## src/rtl/if_stage.sv

```systemverilog
// rtl/if_stage.sv - instruction fetch stage: IDLE/FETCH/EXEC sequencer with PC update and retire counter
// Fetches one word per instruction, holds it in EXEC until released, then redirects the PC.
module if_stage #(
  parameter logic [31:0] RESET_PC = 32'h0000_3000
) (
  input  logic        clk,
  input  logic        rst_n,
  input  logic        stall,
  input  logic        jump,
  input  logic [1:0]  branch,
  input  logic        zero,
  input  logic        imem_ack,
  input  logic [31:0] imem_rdata,
  output logic        imem_req,
  output logic [31:0] imem_addr,
  output logic [31:0] pc,
  output logic [31:0] instr,
  output logic        instr_valid,
  output logic [5:0]  opcode,
  output logic [5:0]  funct,
  output logic [31:0] retired
);

  typedef enum logic [1:0] {IDLE, FETCH, EXEC} state_t;

  state_t      state, state_nxt;
  logic        capture, retire, taken;
  logic [31:0] pc4, br_off, pc_nxt;

  assign pc4    = pc + 32'd4;
  assign br_off = {{14{instr[15]}}, instr[15:0], 2'b00};
  assign taken  = ((branch == 2'b01) && zero) || ((branch == 2'b10) && !zero);

  // Jump outranks any branch encoding present on the same instruction.
  always_comb begin
    pc_nxt = pc4;
    if (jump)
      pc_nxt = {pc4[31:28], instr[25:0], 2'b00};
    else if (taken)
      pc_nxt = pc4 + br_off;
  end

  always_comb begin
    state_nxt   = state;
    capture     = 1'b0;
    retire      = 1'b0;
    imem_req    = 1'b0;
    instr_valid = 1'b0;
    case (state)
      IDLE:  state_nxt = FETCH;
      FETCH: begin
        imem_req = 1'b1;
        if (imem_ack) begin
          capture   = 1'b1;
          state_nxt = EXEC;
        end
      end
      EXEC: begin
        instr_valid = 1'b1;
        if (!stall) begin
          retire    = 1'b1;
          state_nxt = FETCH;
        end
      end
      default: state_nxt = IDLE;
    endcase
  end

  always_ff @(posedge clk or negedge rst_n) begin
    if (!rst_n) begin
      state   <= IDLE;
      pc      <= RESET_PC;
      instr   <= 32'h0;
      retired <= 32'h0;
    end else begin
      state <= state_nxt;
      if (capture)
        instr <= imem_rdata;
      if (retire) begin
        pc      <= pc_nxt;
        retired <= retired + 32'd1;
      end
    end
  end

  assign imem_addr = pc;
  assign opcode    = instr[31:26];
  assign funct     = instr[5:0];

endmodule

```

## config.mk

```make
export PLATFORM = sky130hd
export DESIGN_NAME = if_stage
export DESIGN_NICKNAME = d
export VERILOG_FILES = /design/src/rtl/if_stage.sv
export SDC_FILE = /design/constraint.sdc
export NUM_CORES = 1
export LEC_CHECK = 0
export CAP_MARGIN = 40
export CORE_ASPECT_RATIO = 1.1
export CORE_UTILIZATION = 50
export CTS_CLUSTER_SIZE = 24
export DETAILED_ROUTE_END_ITERATION = 8
export PLACE_DENSITY = 0.82
export RECOVER_POWER = 100
export REMOVE_ABC_BUFFERS = 1
export SKIP_LAST_GASP = 1
export SLEW_MARGIN = 0
export SYNTH_ARGS = -nofsm -noshare
export SYNTH_HDL_FRONTEND = slang
export SYNTH_SLANG_ARGS = --single-unit
```

## constraint.sdc

```tcl
create_clock -name clk -period 4.7 [get_ports clk]
set_input_delay 0.94 -clock clk [delete_from_list [all_inputs] [get_ports clk]]
set_output_delay 0.94 -clock clk [all_outputs]
set_load 0.05 [all_outputs]
```

==> flow_summary.toml, run 1 <==
[setup_path]
worstSetupEndpointType = "register"
rr_startpoint = "imem_addr[4]$_DFFE_PN0P_"
reg2reg_slack_ns = 0.45
critical_path_class = "register to register"
required_ns = 4.94
crit_path_end = "imem_addr[30]$_DFFE_PN0P_"
startpoint = "imem_addr[4]$_DFFE_PN0P_"
start_kind = "register"
worstPathArrival_ns = 4.49
cp_max_fo = 8
r2r-end = "imem_addr[30]$_DFFE_PN0P_"
reg2reg_depth = 15

[cts]
cts_root_buf = "clkbuf_16"
cts.htree.levels = 3
cts_tree = "built"
cts_setup_buffers = 0
clk_pin_slew_ns = 0.07
insertion_delay_ns = 0.36
cts.path.max_buffers = 2
numCtsBuffers = 9
cts_hold_buf = 0
cts.sinks = 96
cts_resized = 0

[global_routing]
grt_overflow = 0
antenna_found_initial = 0
grt_pass1_vias = 5904
grt_usage_pct = 26.3
grt_max_degree = 56
grt_pass1_wl_microns = 29600

[run]
maxCapViolations = 4

[synthesis]
synth_common_cells = "94 x dfrtp_1, 83 x nand2_1, 56 x xnor2_1"
synthTopCellsByArea = "dfrtp_1 34%, xnor2_1 7.2%, ha_1 6.9%"
synth_edf_count = 0
synth_ff_type = "dfrtp_1"
syn-cell-area_sq_mm = 0.00685
synth-seq-cells = 96
synthCells = 751
yosys_warnings = 0
synthArstFlopShare_pct = 100
yosysMostFrequentCell = "dfrtp_1"
seq_area_frac_synth_pct = 35.1
synth_cell_type_count = 67
yosys.area.top_type = "dfrtp_1"
synth_area_per_cell_sq_um = 9.12
synth_top_area_share_pct = 34.3

[min_path]
worst_hold_path_type = "register to register"

[timing]
period_share_pct = 90.5
period_minus_slack_ns = 4.25
setup_viol = 0
skew_ns = 0.00413
max_freq_mhz = 235
layout_setup_ws_ns = 0.447
maxSlewHeadroom_pct = -52.4
hold_viol_final = 0
worst_pin_slew_ns = 2.29
rsz0062_at_grt = "no"
setup-tns-final_ns = 0
drv_slew = 157

[layout]
area_delta_synth_final_pct = 27.8
nNetsFinal = 961
drive_gt1_share_pct = 7.67
num-fill-cells = 1075
diodes = 0

[die]
die_h_microns = 125
ios = 182
row_count = 44
start_util_pct = 51.7
die-width_microns = 114
fp.dieArea_sq_mm = 0.0142
floorplan.core_area_sq_mm = 0.0133

[drt]
viasPerCell = 5.62
ant_nets = 0
wl_microns = 18000
wl_per_cell_microns = 16.8
via_count = 6017
firstDrtPassIters = 5
drt_iter0_drc = 301
post-route-drc-count = 0

[placed_design]
place_congestion = 0.935
detailed_place_hpwl_microns = 13400
port_buffers = 177
dp_slack_ns = 0.716

[status]
violations = "capacitance limit, slew limit"
outcome = "finished with violations"
==> worst max-delay path, cell delays in order, from the launching register on <==
cell and delay, ns:
dfrtp_1 0.46, and4_1 0.30, and4_1 0.35, nand3_1 0.28
nor2_4 0.30, and3_1 0.21, xor2_1 0.26, ha_1 0.32
a21oi_1 0.20, o211ai_1 0.12, a2111oi_1 0.49, nor3_1 0.10
a211oi_1 0.34, a31oi_1 0.15, xnor2_1 0.16, o22ai_1 0.09
==> area by class of cell <==
class	instances	area, sq um	share of cell area (%)
inverter	7	26.3	0.300
clock inverter	7	87.6	1.00
multi-input combinational	579	3950	45.1
timing repair buffer	189	1830	20.9
tap	184	230	2.63
sequential	96	2400	27.5
clock buffer	9	225	2.57
==> logic make-up (layout without fill, tap and decap cells) <==
logic type	after synthesis	count (layout)	share of synthesized area, %
adders and majority gates	39	39	7.23
buffers and inverters	79	212	7.05
and+or+nand+nor	245	245	17.6
AOI/OAI and AO/OA	171	171	16.3
muxes	36	36	5.86
other	1	4	0.0547
xor gates and xnor gates	84	84	10.7
DFF	96	96	35.1
==> flip-flops by register name, indices dropped and copies added (netlist names) <==
name	count
state	2
instr	32
retired	32
imem_addr	30
==> through the flow <==
step           hold WS [ns]  area, sq um  util, %  std cells
2_1_floorplan         0.485         6410        -        682
3_3_place_gp          0.460         8500     64.0       1055
3_5_place_dp          0.464         8500     64.0       1055
4_1_cts               0.475         8810     66.4       1071
5_1_grt               0.502         8760     66.0       1071
6_report              0.465         8760     66.0       1071
==> worst min-delay path by stage <==
stage,start,end,slack [ns],cells past startpoint
3_3_place_gp,retired[31]$_DFFE_PN0P_,retired[31]$_DFFE_PN0P_,0.46,1
6_report,retired[31]$_DFFE_PN0P_,retired[31]$_DFFE_PN0P_,0.46,1
2_1_floorplan,state[0]$_DFFE_PN0P_,state[0]$_DFFE_PN0P_,0.49,1
4_1_cts,retired[31]$_DFFE_PN0P_,retired[31]$_DFFE_PN0P_,0.47,1
5_1_grt,retired[31]$_DFFE_PN0P_,retired[31]$_DFFE_PN0P_,0.50,1
3_5_place_dp,retired[31]$_DFFE_PN0P_,retired[31]$_DFFE_PN0P_,0.46,1
==> layer usage <==
metal  up-vias  GRT usage [%]  share of wire, %
met4         0           10.9               2.5
met2       184           44.8                49
met1      2894           33.2                43
li1       2906              -                 -
met3        33           3.65               5.1
met5         -              0                 0
==> cell usage in the layout (no fill, tap or decap), drive strengths merged, types with 3 or more instances in the layout <==
| master | Yosys | layout |
|---|---|---|
| clkinv | 1 | 3 |
| mux2 | 33 | 33 |
| dlygate4sd3 | 0 | 140 |
| xor2 | 28 | 28 |
| inv | 6 | 9 |
| nand2b | 3 | 3 |
| o211ai | 8 | 8 |
| nand2 | 83 | 83 |
| ha | 38 | 38 |
| a21o | 25 | 25 |
| a211oi | 9 | 9 |
| a21boi | 3 | 3 |
| nor3 | 11 | 11 |
| a2111oi | 3 | 3 |
| a21oi | 43 | 43 |
| o22ai | 3 | 3 |
| o31ai | 7 | 7 |
| mux2i | 3 | 3 |
| buf | 50 | 6 |
| a31oi | 4 | 4 |
| clkbuf | 22 | 16 |
| nor2 | 55 | 55 |
| xnor2 | 56 | 56 |
| nor2b | 4 | 4 |
| and2 | 4 | 4 |
| clkdlybuf4s50 | 0 | 36 |
| o21a | 5 | 5 |
| o21ai | 39 | 39 |
| and2b | 3 | 3 |
| nand3 | 28 | 28 |
| and3 | 13 | 13 |
| or3 | 3 | 3 |
| and4 | 8 | 8 |
| dfrtp | 94 | 94 |
| nand4 | 21 | 21 |
| conb | 1 | 4 |
Power of run 1 is not shown: default switching activity piles up to over one toggle a cycle in this logic, so the estimate is an artifact.
==> run 2, diff against run 1 <==
--- a/config.mk
+++ b/config.mk
@@ -8,6 +8,7 @@
 export CAP_MARGIN = 40
 export CORE_ASPECT_RATIO = 1.1
 export CORE_UTILIZATION = 50
+export CTS_CLUSTER_DIAMETER = 60
 export CTS_CLUSTER_SIZE = 24
 export DETAILED_ROUTE_END_ITERATION = 8
 export PLACE_DENSITY = 0.82
==> results of run 2 <==
Same layout as run 1: the final DEF is identical, and so are final timing and power.
Power of run 2 is left out for the same reason.
